==> src/rtl/dot_pattern_sched_if.sv <==
// Request/status bundle between game logic and the dot-matrix pattern scheduler.
interface dot_pattern_sched_if;
    logic       req_correct;
    logic       req_wrong;
    logic       req_fail;
    logic       req_clear;
    logic [1:0] pattern_sel;
    logic [2:0] grant;
    logic       busy;
    logic       locked;
    logic [3:0] wrong_cnt;

    modport master (
        output req_correct, req_wrong, req_fail, req_clear,
        input  pattern_sel, grant, busy, locked, wrong_cnt
    );

    modport slave (
        input  req_correct, req_wrong, req_fail, req_clear,
        output pattern_sel, grant, busy, locked, wrong_cnt
    );
endinterface

==> src/rtl/dot_pattern_sched.sv <==
// Arbitrates correct/wrong/fail display requests, holds each pattern, inserts a blank gap,
// and locks on FAIL after too many wrong answers.
module dot_pattern_sched #(
    parameter int unsigned HOLD_CYCLES = 25_000_000,
    parameter int unsigned GAP_CYCLES  = 2_500_000,
    parameter int unsigned MAX_WRONG   = 3
) (
    input  logic              clk,
    input  logic              reset,
    dot_pattern_sched_if.slave bus
);
    localparam int unsigned TMAX = (HOLD_CYCLES > GAP_CYCLES) ? HOLD_CYCLES : GAP_CYCLES;
    localparam int unsigned TW   = $clog2(TMAX + 1);
    localparam int unsigned CW   = 4;

    localparam logic [1:0] PAT_IDLE    = 2'd0;
    localparam logic [1:0] PAT_CORRECT = 2'd1;
    localparam logic [1:0] PAT_WRONG   = 2'd2;
    localparam logic [1:0] PAT_FAIL    = 2'd3;

    typedef enum logic [1:0] {IDLE, SHOW, GAP, LOCK} state_t;

    state_t        state, state_d;
    logic [TW-1:0] timer, timer_d;
    logic [2:0]    flags, flags_d;          // pending {fail,wrong,correct}
    logic [2:0]    set_req, win;
    logic [2:0]    grant, grant_d;
    logic [1:0]    code, code_d;
    logic [1:0]    pattern_sel, pattern_d;
    logic [CW-1:0] wrong_cnt, wrong_cnt_d;
    logic          busy, locked;

    // Grant is looked ahead one edge so it is registered yet appears in the first IDLE cycle.
    always_comb begin
        state_d     = state;
        timer_d     = timer;
        flags_d     = flags;
        grant_d     = 3'b000;
        code_d      = code;
        wrong_cnt_d = wrong_cnt;
        set_req     = 3'b000;
        win         = 3'b000;
        pattern_d   = PAT_IDLE;

        if (bus.req_clear) begin
            state_d     = IDLE;
            timer_d     = '0;
            flags_d     = 3'b000;
            code_d      = PAT_IDLE;
            wrong_cnt_d = '0;
        end else begin
            if (state != LOCK) begin
                set_req = {bus.req_fail, bus.req_wrong, bus.req_correct};
            end

            unique case (state)
                IDLE: begin
                    if (grant != 3'b000) begin
                        state_d = SHOW;
                        timer_d = TW'(HOLD_CYCLES - 1);
                        code_d  = grant[2] ? PAT_FAIL : (grant[1] ? PAT_WRONG : PAT_CORRECT);
                        if (grant[1] && (wrong_cnt < CW'(MAX_WRONG))) begin
                            wrong_cnt_d = wrong_cnt + CW'(1);
                        end
                    end
                end
                SHOW: begin
                    if (timer == '0) begin
                        if ((code == PAT_FAIL) ||
                            ((code == PAT_WRONG) && (wrong_cnt == CW'(MAX_WRONG)))) begin
                            state_d = LOCK;
                        end else if (GAP_CYCLES > 0) begin
                            state_d = GAP;
                            timer_d = TW'(GAP_CYCLES - 1);
                        end else begin
                            state_d = IDLE;
                        end
                    end else begin
                        timer_d = timer - TW'(1);
                    end
                end
                GAP: begin
                    if (timer == '0) begin
                        state_d = IDLE;
                    end else begin
                        timer_d = timer - TW'(1);
                    end
                end
                LOCK: begin
                    state_d = LOCK;
                end
            endcase

            flags_d = flags | set_req;

            // Fixed priority fail > wrong > correct; one grant per IDLE visit.
            if (state_d == IDLE) begin
                if (flags_d[2]) begin
                    win = 3'b100;
                end else if (flags_d[1]) begin
                    win = 3'b010;
                end else if (flags_d[0]) begin
                    win = 3'b001;
                end
                grant_d = win;
                flags_d = flags_d & ~win;
            end
        end

        unique case (state_d)
            SHOW:    pattern_d = code_d;
            LOCK:    pattern_d = PAT_FAIL;
            default: pattern_d = PAT_IDLE;
        endcase
    end

    always_ff @(posedge clk) begin
        if (reset) begin
            state       <= IDLE;
            timer       <= '0;
            flags       <= 3'b000;
            grant       <= 3'b000;
            code        <= PAT_IDLE;
            wrong_cnt   <= '0;
            pattern_sel <= PAT_IDLE;
            busy        <= 1'b0;
            locked      <= 1'b0;
        end else begin
            state       <= state_d;
            timer       <= timer_d;
            flags       <= flags_d;
            grant       <= grant_d;
            code        <= code_d;
            wrong_cnt   <= wrong_cnt_d;
            pattern_sel <= pattern_d;
            busy        <= (state_d != IDLE);
            locked      <= (state_d == LOCK);
        end
    end

    assign bus.pattern_sel = pattern_sel;
    assign bus.grant       = grant;
    assign bus.busy        = busy;
    assign bus.locked      = locked;
    assign bus.wrong_cnt   = wrong_cnt;
endmodule
==> src/flat_wrapper.sv <==
// flat-port wrapper written by rule: the top's interface ports become plain ports
module dot_pattern_sched_flat 
#(
    parameter int unsigned HOLD_CYCLES = 25_000_000,
    parameter int unsigned GAP_CYCLES  = 2_500_000,
    parameter int unsigned MAX_WRONG   = 3
)
  (clk, reset, bus_req_correct, bus_req_wrong, bus_req_fail, bus_req_clear, bus_pattern_sel, bus_grant, bus_busy, bus_locked, bus_wrong_cnt);
  dot_pattern_sched_if bus_i ();
  input  logic clk;
  input  logic reset;
  input wire logic [$bits(bus_i.req_correct)-1:0] bus_req_correct;
  input wire logic [$bits(bus_i.req_wrong)-1:0] bus_req_wrong;
  input wire logic [$bits(bus_i.req_fail)-1:0] bus_req_fail;
  input wire logic [$bits(bus_i.req_clear)-1:0] bus_req_clear;
  output wire logic [$bits(bus_i.pattern_sel)-1:0] bus_pattern_sel;
  output wire logic [$bits(bus_i.grant)-1:0] bus_grant;
  output wire logic [$bits(bus_i.busy)-1:0] bus_busy;
  output wire logic [$bits(bus_i.locked)-1:0] bus_locked;
  output wire logic [$bits(bus_i.wrong_cnt)-1:0] bus_wrong_cnt;
  assign bus_i.req_correct = bus_req_correct;
  assign bus_i.req_wrong = bus_req_wrong;
  assign bus_i.req_fail = bus_req_fail;
  assign bus_i.req_clear = bus_req_clear;
  assign bus_pattern_sel = bus_i.pattern_sel;
  assign bus_grant = bus_i.grant;
  assign bus_busy = bus_i.busy;
  assign bus_locked = bus_i.locked;
  assign bus_wrong_cnt = bus_i.wrong_cnt;
  dot_pattern_sched #(.HOLD_CYCLES(HOLD_CYCLES), .GAP_CYCLES(GAP_CYCLES), .MAX_WRONG(MAX_WRONG)) u_core (.clk(clk), .reset(reset), .bus(bus_i));
endmodule
==> config.mk <==
export PLATFORM = sky130hd
export DESIGN_NAME = dot_pattern_sched_flat
export DESIGN_NICKNAME = d
export VERILOG_FILES = /design/src/rtl/dot_pattern_sched_if.sv /design/src/rtl/dot_pattern_sched.sv /design/src/flat_wrapper.sv
export SDC_FILE = /design/constraint.sdc
export NUM_CORES = 1
export LEC_CHECK = 0
export CORE_ASPECT_RATIO = 1.1
export CORE_MARGIN = 10
export CORE_UTILIZATION = 63
export DETAILED_ROUTE_END_ITERATION = 7
export DONT_BUFFER_PORTS = 1
export HOLD_SLACK_MARGIN = 0.15
export PLACE_DENSITY = 0.77
export REMOVE_ABC_BUFFERS = 1
export SYNTH_ARGS = -nofsm -noshare
export SYNTH_HDL_FRONTEND = slang
export SYNTH_SLANG_ARGS = --single-unit
export TNS_END_PERCENT = 20
==> constraint.sdc <==
create_clock -name clk -period 2.7 [get_ports clk]
set_clock_uncertainty 0.1 [all_clocks]
set_input_delay 0.405 -clock clk [delete_from_list [all_inputs] [get_ports clk]]
set_output_delay 0.405 -clock clk [all_outputs]
set_load 0.01 [all_outputs]
==> results_dict.tcl <==
set metrics [dict create \
    grt_pass1_wl_um 9880 \
    ir_drop_uv 406 \
    yosysTopAreaCell "dfxtp_1" \
    routabilityCongestion 0.895 \
    die-area_um2 6570 \
    cts_root_buf "clkbuf_8" \
    post_cts.repair.setup_buffers 0 \
    first_global_vias 2123 \
    clkSinkCount 43 \
    n_antenna_cell 0 \
    drc 0 \
    clk_pin_slew_ns 0.08 \
    slew-limit-headroom_pct 49.8 \
    place_hpwl_um 4050 \
    nets 305 \
    synth_seq_cells 43 \
    timing.final.crit_share_pct 93.5 \
    wire_per_inst_um 16.9 \
    cts.htree.levels 2 \
    synthArstFlopShare_pct 0 \
    fin_tns_setup_ns 0 \
    vias_per_cell 6.39 \
    synth.area.top_cells "dfxtp_1 (37%), a21oi_1 (6.6%), nor2_1 (5.6%)" \
    cp_slowest_cell "or4_1" \
    synth-edff-count 0 \
    firstDrtPassIters 4 \
    synth_seq_area_share_pct 36.7 \
    status "finished clean" \
    hold_ws_ns 0.208 \
    cp-start-kind "flip-flop" \
    synthesis.area_um2 2350 \
    end_kind "flip-flop" \
    p_total_uw 1500 \
    place_inst 333 \
    hp-class "input pin to flip-flop" \
    area_growth_pct 6.67 \
    tritoncts "built" \
    vias 2184 \
    cp_common_cell "or4_1" \
    multi_input_area_um2 1370 \
    cpPeakStageDelay_ns 0.52 \
    yosysMostFrequentCell "dfxtp_1" \
    arrival_ns 2.67 \
    syn_avg_cell_area_um2 8.17 \
    die_w_um 78.2 \
    drv_slew 0 \
    drv_cap 0 \
    grt_start_max_net_pins 21 \
    synth_warnings 0 \
    fp.dieH_um 84 \
    drt_first_iter_violations 321 \
    synth_top_area_share_pct 36.7 \
    crit_chain "inv_1, ha_1, a21oi_4, nand2_1, or4_1, or4_1, o21ai_1" \
    setup_viol 0 \
    leakagePower_uw 0.000945 \
    ctsLongestPathBuffers 2 \
    clk_latency_ns 0.30 \
    yosys.cell_types.count 55 \
    start_util_pct 64.7 \
    cp_max_fo 7 \
    final-hold-violation-count 0 \
    port_buffers 0 \
    rsz0062_at_grt "false" \
    fill_cells 305 \
    antenna_found_initial 0 \
    tightest_slew_ns 0.750 \
    syn_inst 287 \
    routed_wl_um 5800 \
    worstPathRequired_ns 2.84 \
    layout-drive-gt1-share_pct 9.59 \
    ioPinCount 17 \
    fmax_ghz 0.396 \
    fin_cells 342 \
    synth_top_flop_cell "dfxtp_1" \
    register_area_um2 861 \
    cts_buffers 5 \
    overflow 0 \
    fin_crit_ns 2.53 \
    netlist_top_cells_count "dfxtp_1 (43), nor2_1 (35), a21oi_1 (31), o21ai_0 (21), nand2_1 (20)" \
    core_um2 3630 \
    critPathKind "flip-flop to flip-flop" \
    track_usage_pct 18.4 \
    ant_nets 0 \
    std_cell_rows 23 \
    cellPowerDensity_nw_per_um2 598 \
    r2r_slack_ns 0.17 \
]
## cell type report
cell class	count	area share (%)
clock buffers	6	2.90
clock inverters	2	0.500
inverters	12	1.80
multi-input cells	219	54.8
flip-flops and latches	43	34.4
well taps	50	2.50
repair buffers	10	3.10
## report_power, final
part,switching (uW),total (uW),internal [uW]
Clock,219,400,181
Sequential,32.4,692,660
Combinational,257,403,147
Total,508,1500,987
## worst max-delay path: cells and delay by family (launching register included)
family	cells	cell delay [ns]
adders and majority gates	1	0.30
and+or+nand+nor	3	1.15
AOI/OAI and AO/OA	2	0.36
DFF	1	0.42
buffers and inverters	1	0.14
## kinds of logic after synthesis
family / Yosys count / share of synthesized area [%]
AND/OR/NAND/NOR: 112 / 26.6
XOR/XNOR: 2 / 0.747
multiplexers: 2 / 0.853
AO/OA/AOI/OAI: 95 / 25.7
flip-flops: 43 / 36.7
buffers and inverters: 25 / 5.17
adder cells (fa/ha/maj): 8 / 4.27
## through the flow
stage                     worst slack, ns  util [%]  area (um^2)
after floorplan                     0.217         -         2270
after global placement              0.161      66.2         2400
after detailed placement            0.132      66.2         2400
after CTS                           0.120      68.8         2490
after global routing               0.0134      69.0         2500
final                               0.174      69.0         2500
## per-layer routing
layer | GRT usage (%) | part of all wire (%) | vias up
li1 | - | - | 1064
met1 | 20.5 | 41 | 1032
met2 | 30.5 | 49 | 74
met3 | 6.47 | 8.1 | 14
met4 | 7.83 | 2.2 | 0
met5 | 0 | 0 | -
## state kept, by name, summed over array words and instances (netlist names)
signal                  flops
u_core.bus.busy             1
u_core.bus.grant            3
u_core.bus.locked           1
u_core.bus.pattern_sel      2
u_core.bus.wrong_cnt        4
u_core.code                 2
u_core.flags                3
u_core.state                2
u_core.timer               25
## cell usage in the layout (no fill, tap or decap), drive strengths merged, types with 2 or more instances in the layout
master  synthesis  routed
or4             2       2
or2             3       3
a32o            2       2
o41ai           4       4
and2            6       6
clkbuf          5       6
o311ai          2       2
buf             8       9
nand3           7       7
o211a           2       2
a21o            3       3
nor3b           3       3
o21a            4       4
inv            12      12
o211ai          5       5
o21ai          27      27
nand2          20      20
nand4           5       5
a31oi           4       4
nor2           36      36
nand3b          2       2
and3            2       2
o31ai           2       2
a21oi          32      32
mux2i           2       2
ha              8       8
and4b           3       3
nor3            9       9
dfxtp          43      43
nor4            7       7
a211o           2       2
nor2b           3       3
## what timing repair did
item | 4_1_cts | 5_1_grt
gates resized for setup | 0 | 1
endpoints found under the hold margin | 1 | 0
endpoints found under the setup margin | 0 | 1
hold buffers | 1 | 0
## final timing paths
| path | startpoint | to | depth (start not counted) |
|---|---|---|---|
| worst min-delay path | bus_req_clear | u_core.code[0] | 3 |
| worst max-delay path | u_core.state[0] | u_core.timer[15] | 7 |
| worst max register to register | u_core.state[0] | u_core.timer[15] | 7 |
| worst min register to register | u_core.timer[10] | u_core.timer[10] | 2 |
Power figures use the tool's default switching activity.
